### src/rtl/pc_gen_pkg.sv
// Shared types and defaults for the program-counter generator.
// Optional build flag used by pc_gen: PC_GEN_ALIGN_CHECK_EN.
package pc_gen_pkg;

   typedef enum logic {
      IDLE,
      RUN
   } state_t;

   typedef enum logic [1:0] {
      SRC_SEQ,
      SRC_JUMP,
      SRC_FLUSH,
      SRC_PEND
   } src_t;

   localparam int unsigned DEF_XLEN      = 32;
   localparam logic [31:0] DEF_RESET_VEC = 32'h0000_0000;

endpackage

### src/rtl/pc_gen_if.sv
// Control/request bundle between the core and the PC generator.
// The core drives the master side; pc_gen sits on the slave side.
interface pc_gen_if #(
   parameter int unsigned XLEN = pc_gen_pkg::DEF_XLEN
);

   logic            start_i;
   logic            stall_i;
   logic            jump_i;
   logic [XLEN-1:0] jump_pc_i;
   logic            flush_i;
   logic [XLEN-1:0] flush_pc_i;
   logic [XLEN-1:0] pc_o;
   logic            pc_valid_o;
   logic [XLEN-1:0] pc_next_seq_o;
   logic            misalign_o;

   modport master (
      output start_i, stall_i, jump_i, jump_pc_i, flush_i, flush_pc_i,
      input  pc_o, pc_valid_o, pc_next_seq_o, misalign_o
   );

   modport slave (
      input  start_i, stall_i, jump_i, jump_pc_i, flush_i, flush_pc_i,
      output pc_o, pc_valid_o, pc_next_seq_o, misalign_o
   );

endinterface

### src/rtl/pc_redirect_buf.sv
// One-entry pending-redirect buffer: holds a redirect that could not be
// applied yet. A flush overwrites a pending jump; a jump never displaces a flush.
module pc_redirect_buf
   import pc_gen_pkg::*;
#(
   parameter int unsigned XLEN = DEF_XLEN
) (
   input  logic            clk_i,
   input  logic            rst_i,
   input  logic            i_cap_flush,
   input  logic            i_cap_jump,
   input  logic [XLEN-1:0] i_flush_pc,
   input  logic [XLEN-1:0] i_jump_pc,
   input  logic            i_clear,
   output logic            o_valid,
   output logic [XLEN-1:0] o_target
);

   logic            r_valid;
   src_t            r_src;
   logic [XLEN-1:0] r_target;

   always_ff @(posedge clk_i) begin
      if (!rst_i) begin
         r_valid  <= 1'b0;
         r_src    <= SRC_SEQ;
         r_target <= '0;
      end else if (i_cap_flush) begin
         r_valid  <= 1'b1;
         r_src    <= SRC_FLUSH;
         r_target <= i_flush_pc;
      end else if (i_cap_jump && !(r_valid && (r_src == SRC_FLUSH))) begin
         r_valid  <= 1'b1;
         r_src    <= SRC_JUMP;
         r_target <= i_jump_pc;
      end else if (i_clear) begin
         r_valid  <= 1'b0;
      end
   end

   assign o_valid  = r_valid;
   assign o_target = r_target;

endmodule

### src/rtl/pc_gen.sv
// IF-stage program-counter generator with stall, start gating and pending redirects.
// Build flag PC_GEN_ALIGN_CHECK_EN drops misaligned redirect targets and flags them.
module pc_gen
   import pc_gen_pkg::*;
#(
   parameter int unsigned     XLEN       = DEF_XLEN,
   parameter logic [XLEN-1:0] RESET_VEC  = XLEN'(DEF_RESET_VEC),
   parameter int unsigned     INST_BYTES = 4
) (
   input logic     clk_i,
   input logic     rst_i,
   pc_gen_if.slave bus
);

   state_t          r_state;
   state_t          w_next_state;
   logic [XLEN-1:0] r_pc;
   logic [XLEN-1:0] w_next_pc;
   logic [XLEN-1:0] w_pc_seq;
   src_t            w_src;
   logic            w_update;
   logic            w_flush_ok;
   logic            w_jump_ok;
   logic            w_cap_flush;
   logic            w_cap_jump;
   logic            w_pend_clear;
   logic            w_pend_valid;
   logic [XLEN-1:0] w_pend_target;

`ifdef PC_GEN_ALIGN_CHECK_EN
   localparam logic [XLEN-1:0] ALIGN_MASK = XLEN'(INST_BYTES - 1);

   logic r_misalign;
   logic w_flush_bad;
   logic w_jump_bad;

   assign w_flush_bad = bus.flush_i && ((bus.flush_pc_i & ALIGN_MASK) != '0);
   assign w_jump_bad  = bus.jump_i  && ((bus.jump_pc_i  & ALIGN_MASK) != '0);
   assign w_flush_ok  = bus.flush_i && !w_flush_bad;
   assign w_jump_ok   = bus.jump_i  && !w_jump_bad;

   always_ff @(posedge clk_i) begin
      if (!rst_i) begin
         r_misalign <= 1'b0;
      end else begin
         r_misalign <= w_flush_bad || w_jump_bad;
      end
   end

   assign bus.misalign_o = r_misalign;
`else
   assign w_flush_ok     = bus.flush_i;
   assign w_jump_ok      = bus.jump_i;
   assign bus.misalign_o = 1'b0;
`endif

   assign w_pc_seq = r_pc + XLEN'(INST_BYTES);
   assign w_update = bus.start_i && !bus.stall_i;

   always_ff @(posedge clk_i) begin
      if (!rst_i) begin
         r_state <= IDLE;
         r_pc    <= RESET_VEC;
      end else begin
         r_state <= w_next_state;
         r_pc    <= w_next_pc;
      end
   end

   // Leaving IDLE only takes a redirect; sequential advance needs RUN.
   // Any applied redirect retires the pending entry since it is now stale.
   always_comb begin
      w_next_state = bus.start_i ? RUN : IDLE;
      w_next_pc    = r_pc;
      w_src        = SRC_SEQ;
      w_cap_flush  = 1'b0;
      w_cap_jump   = 1'b0;
      if (w_update) begin
         if (w_flush_ok) begin
            w_src     = SRC_FLUSH;
            w_next_pc = bus.flush_pc_i;
         end else if (w_jump_ok) begin
            w_src     = SRC_JUMP;
            w_next_pc = bus.jump_pc_i;
         end else if (w_pend_valid) begin
            w_src     = SRC_PEND;
            w_next_pc = w_pend_target;
         end else if (r_state == RUN) begin
            w_next_pc = w_pc_seq;
         end
      end else begin
         w_cap_flush = w_flush_ok;
         w_cap_jump  = w_jump_ok;
      end
      w_pend_clear = (w_src != SRC_SEQ);
   end

   pc_redirect_buf #(
      .XLEN(XLEN)
   ) u_redirect_buf (
      .clk_i      (clk_i),
      .rst_i      (rst_i),
      .i_cap_flush(w_cap_flush),
      .i_cap_jump (w_cap_jump),
      .i_flush_pc (bus.flush_pc_i),
      .i_jump_pc  (bus.jump_pc_i),
      .i_clear    (w_pend_clear),
      .o_valid    (w_pend_valid),
      .o_target   (w_pend_target)
   );

   assign bus.pc_o          = r_pc;
   assign bus.pc_valid_o    = (r_state == RUN) && !bus.stall_i;
   assign bus.pc_next_seq_o = w_pc_seq;

endmodule
### src/flat_wrapper.sv
// flat-port wrapper written by rule: the top's interface ports become plain ports
module pc_gen_flat import pc_gen_pkg::*;
#(
   parameter int unsigned     XLEN       = DEF_XLEN,
   parameter logic [XLEN-1:0] RESET_VEC  = XLEN'(DEF_RESET_VEC),
   parameter int unsigned     INST_BYTES = 4
)
  (clk_i, rst_i, bus_start_i, bus_stall_i, bus_jump_i, bus_jump_pc_i, bus_flush_i, bus_flush_pc_i, bus_pc_o, bus_pc_valid_o, bus_pc_next_seq_o, bus_misalign_o);
  pc_gen_if #(.XLEN(XLEN)) bus_i ();
  input logic clk_i;
  input logic rst_i;
  input wire logic [$bits(bus_i.start_i)-1:0] bus_start_i;
  input wire logic [$bits(bus_i.stall_i)-1:0] bus_stall_i;
  input wire logic [$bits(bus_i.jump_i)-1:0] bus_jump_i;
  input wire logic [$bits(bus_i.jump_pc_i)-1:0] bus_jump_pc_i;
  input wire logic [$bits(bus_i.flush_i)-1:0] bus_flush_i;
  input wire logic [$bits(bus_i.flush_pc_i)-1:0] bus_flush_pc_i;
  output wire logic [$bits(bus_i.pc_o)-1:0] bus_pc_o;
  output wire logic [$bits(bus_i.pc_valid_o)-1:0] bus_pc_valid_o;
  output wire logic [$bits(bus_i.pc_next_seq_o)-1:0] bus_pc_next_seq_o;
  output wire logic [$bits(bus_i.misalign_o)-1:0] bus_misalign_o;
  assign bus_i.start_i = bus_start_i;
  assign bus_i.stall_i = bus_stall_i;
  assign bus_i.jump_i = bus_jump_i;
  assign bus_i.jump_pc_i = bus_jump_pc_i;
  assign bus_i.flush_i = bus_flush_i;
  assign bus_i.flush_pc_i = bus_flush_pc_i;
  assign bus_pc_o = bus_i.pc_o;
  assign bus_pc_valid_o = bus_i.pc_valid_o;
  assign bus_pc_next_seq_o = bus_i.pc_next_seq_o;
  assign bus_misalign_o = bus_i.misalign_o;
  pc_gen #(.XLEN(XLEN), .RESET_VEC(RESET_VEC), .INST_BYTES(INST_BYTES)) u_core (.clk_i(clk_i), .rst_i(rst_i), .bus(bus_i));
endmodule
### config.mk
export PLATFORM = sky130hd
export DESIGN_NAME = pc_gen_flat
export DESIGN_NICKNAME = d
export VERILOG_FILES = /design/src/rtl/pc_gen_pkg.sv /design/src/rtl/pc_gen_if.sv /design/src/rtl/pc_redirect_buf.sv /design/src/rtl/pc_gen.sv /design/src/flat_wrapper.sv
export SDC_FILE = /design/constraint.sdc
export NUM_CORES = 1
export LEC_CHECK = 0
export CORE_MARGIN = 1.5
export CORE_UTILIZATION = 49
export DETAILED_ROUTE_END_ITERATION = 8
export PLACE_DENSITY = 0.82
export SYNTH_ARGS = -nofsm -noshare
export SYNTH_HDL_FRONTEND = slang
export SYNTH_HIERARCHICAL = 1
export SYNTH_SLANG_ARGS = --single-unit
### constraint.sdc
create_clock -name clk_i -period 2.7 [get_ports clk_i]
set_clock_uncertainty 0.1 [all_clocks]
set_input_delay 0.27 -clock clk_i [delete_from_list [all_inputs] [get_ports clk_i]]
set_output_delay 0.27 -clock clk_i [all_outputs]
set_load 0.03 [all_outputs]
==> results.sh, run 1 <==
export IMPL_wl_per_cell_um=20.0
export IMPL_ys_flop_type="dfxtp_1"
export IMPL_final_instance_count_excl_fill=883
export IMPL_power_density_mw_per_mm2=457
export IMPL_critPathCaptureType="primary output"
export IMPL_syn_area_per_cell_um2=7.72
export IMPL_antenna_left=0
export IMPL_insertion_delay_ns=0.35
export IMPL_setup_tns_ns=0
export IMPL_start_util_pct=50.8
export IMPL_cts_hold_buf=0
export IMPL_crit_family="simple AND/OR/NAND/NOR gates"
export IMPL_yosysWarnings=6
export IMPL_worstPathRequired_ns=2.33
export IMPL_dp_cells=867
export IMPL_antenna_found_initial=0
export IMPL_grtUsageTotal_pct=34.2
export IMPL_irDropWorstVdd_mv=0.308
export IMPL_fmax_mhz=372
export IMPL_numPortBuffers=134
export IMPL_rows=35
export IMPL_overflow=0
export IMPL_final_net_count=820
export IMPL_cp_arrival_ns=2.32
export IMPL_setup_violations_final=0
export IMPL_core_mm2=0.00933
export IMPL_worst_path_buf_inv=1
export IMPL_synth_top_cell_area_share_pct=28.7
export IMPL_ff_latch_area_mm2=0.00138
export IMPL_seq_area_frac_synth_pct=28.7
export IMPL_pre_cts_ws_ns=0.0610
export IMPL_pin_count=136
export IMPL_grt_pass1_vias=5050
export IMPL_multi_input_area_mm2=0.00311
export IMPL_synth_edf_count=0
export IMPL_post_route_min_period_ns=2.69
export IMPL_tightest_slew_ns=0.981
export IMPL_fin_util_pct=71.4
export IMPL_pwr_share_clk_pct=32.0
export IMPL_max_slew_margin_pct=34.5
export IMPL_ys_types=59
export IMPL_min_period_over_period_pct=99.5
export IMPL_cts_made_buffers=9
export IMPL_rsz0062_at_grt="true"
export IMPL_crit_slowest_cell="or4_4"
export IMPL_fillers=782
export IMPL_clockRootBuffer="clkbuf_8"
export IMPL_switching_share_pct=33.0
export IMPL_cp_max_fo=7
export IMPL_p_leak_nw=2.52
export IMPL_clkTransAtPathRegs_ns=0.08
export IMPL_ys_seq_elements=68
export IMPL_die_x_um=101
export IMPL_cp_cell_sequence="nand4_4 > or4_4 > or4_4 > xnor2_2 > buf_6"
export IMPL_grt_max_degree=50
export IMPL_place_congestion=0.969
export IMPL_status="finished clean"
export IMPL_synth_common_cells="nand2_1, dfxtp_1, o211ai_1, clkbuf_1, mux2i_1"
export IMPL_clock_sinks=68
export IMPL_p_total_mw=3.04
export IMPL_cts_buffer_depth=2
export IMPL_synth_area_mm2=0.00474
export IMPL_drv_slew=0
export IMPL_fp_dieH_um=101
export IMPL_worstSetupStartpointType="flip-flop"
export IMPL_drt_iter0_drc=570
export IMPL_path_class="flip-flop to primary output"
export IMPL_post_cts_buffers=0
export IMPL_p_sw_mw=1.01
export IMPL_dieArea_mm2=0.0103
export IMPL_drc_errors=0
export IMPL_combPwrFrac_pct=30.0
export IMPL_syn_to_final_growth_pct=40.6
export IMPL_worst_slack_ns=0.0128
export IMPL_cts_tree="done"
export IMPL_grt_pass1_wl_um=27100
export IMPL_async_reset_ff_share_pct=0
export IMPL_dp_hpwl_um=13200
export IMPL_antenna_diode_count=0
export IMPL_slowest_delay_ns=0.58
export IMPL_drv_cap=0
export IMPL_drtPass1Iterations=6
export IMPL_vias=5514
export IMPL_drive_gt1_share_pct=15.5
export IMPL_path_common_cell="or4_4"
export IMPL_hold_path_class="primary input to flip-flop"
export IMPL_synth_top_area_cell="dfxtp_1"
export IMPL_htree_levels=3
export IMPL_synth_most_common_cell="nand2_1"
export IMPL_drt_total_wl_um=17600
export IMPL_ys_top_cells_by_area="dfxtp_1, mux2i_1, o211ai_1"
export IMPL_synthCells=614
export IMPL_p_int_mw=2.04
export IMPL_vias_per_cell=6.24
export IMPL_synth_nets=685
export IMPL_seqPwrFrac_pct=38.0
export IMPL_hold_violations=0
## worst register-to-register path, stage by stage (launching register included)
cell and delay, ns:
dfxtp_4 0.39, nand4_4 0.11, or4_4 0.57, or4_4 0.58, o221a_1 0.28
## state kept, by name, indices dropped and copies added (netlist names)
register	cells
u_core/u_redirect_buf/r_src	2
u_core/r_state	1
u_core/u_redirect_buf/o_valid	1
u_core/bus.pc_o	32
u_core/u_redirect_buf/o_target	32
## path summary, 6_finish.rpt
kind                                                        start                            endpoint  slack [ns]  depth (start not counted)
worst max-delay path                          u_core/bus.pc_o[13]               bus_pc_next_seq_o[27]        0.01                          5
worst min-delay path                                        rst_i  u_core/u_redirect_buf/o_target[15]        0.31                          3
worst max register to register                u_core/bus.pc_o[13]                 u_core/bus.pc_o[27]        0.57                          4
worst min register to register  u_core/u_redirect_buf/o_target[8]   u_core/u_redirect_buf/o_target[8]        0.37                          2
## cell usage in the layout (no fill, tap or decap), types with 21 or more instances in the layout
master	count
buf_4	59
clkdlybuf4s50_1	109
dfxtp_1	58
mux2i_1	39
nand2_1	81
nand2b_1	34
nand3_1	23
nor2_1	21
o211ai_1	49
o21ai_0	36
## area by class of cell
cell class	count	area share [%]
Multi-Input combinational cell	474	46.7
Timing Repair Buffer	187	26.2
Sequential cell	68	20.8
Tap cell	129	2.42
Clock buffer	11	2.12
Clock inverter	5	1.26
Inverter	9	0.507
## power by group through the flow
stage | sequential (mW) | combinational, mW | clock (mW)
3_3_place_gp | 1.17 | 0.880 | 0
3_5_place_dp | 1.17 | 0.900 | 0
4_1_cts | 1.16 | 0.898 | 0.973
5_1_grt | 1.17 | 0.964 | 1.03
6_report | 1.16 | 0.912 | 0.974
2_1_floorplan | 1.22 | 0.459 | 0
## stage by stage
stage               hold slack [ns]  area, um2
floorplan                     0.292       4740
global placement              0.345       6380
detailed placement            0.356       6380
CTS                           0.300       6630
global route                  0.318       6660
finish                        0.311       6660
## routing by layer
layer	vias up	global-route usage (%)	part of all wire, %
met5	-	0	0
met4	0	9.83	2.3
met3	30	8.07	11
met2	354	51.8	45
met1	2605	48.4	42
li1	2525	-	-
## repair_timing
item,4_1_cts,5_1_grt
endpoints found under the setup margin,21,13
gates resized for setup,29,12
pin swaps,0,1
## logic make-up after synthesis
logic type                 after synthesis  share of synthesized area, %
and+or+nand+nor                        226                          24.8
AOI/OAI and AO/OA                      179                          26.0
buffers and inverters                   72                          6.71
DFF                                     68                          28.7
muxes                                   39                          8.24
xor gates and xnor gates                28                          5.18
adders and majority gates                1                         0.264
other                                    1                        0.0792
Note: power is estimated with default switching activity, not from simulation.
==> inputs of run 2 (changes only) <==
Settings changed: CAP_MARGIN set to 20.
==> results of run 2 <==
Final layout, timing and power as in run 1 (identical DEF).
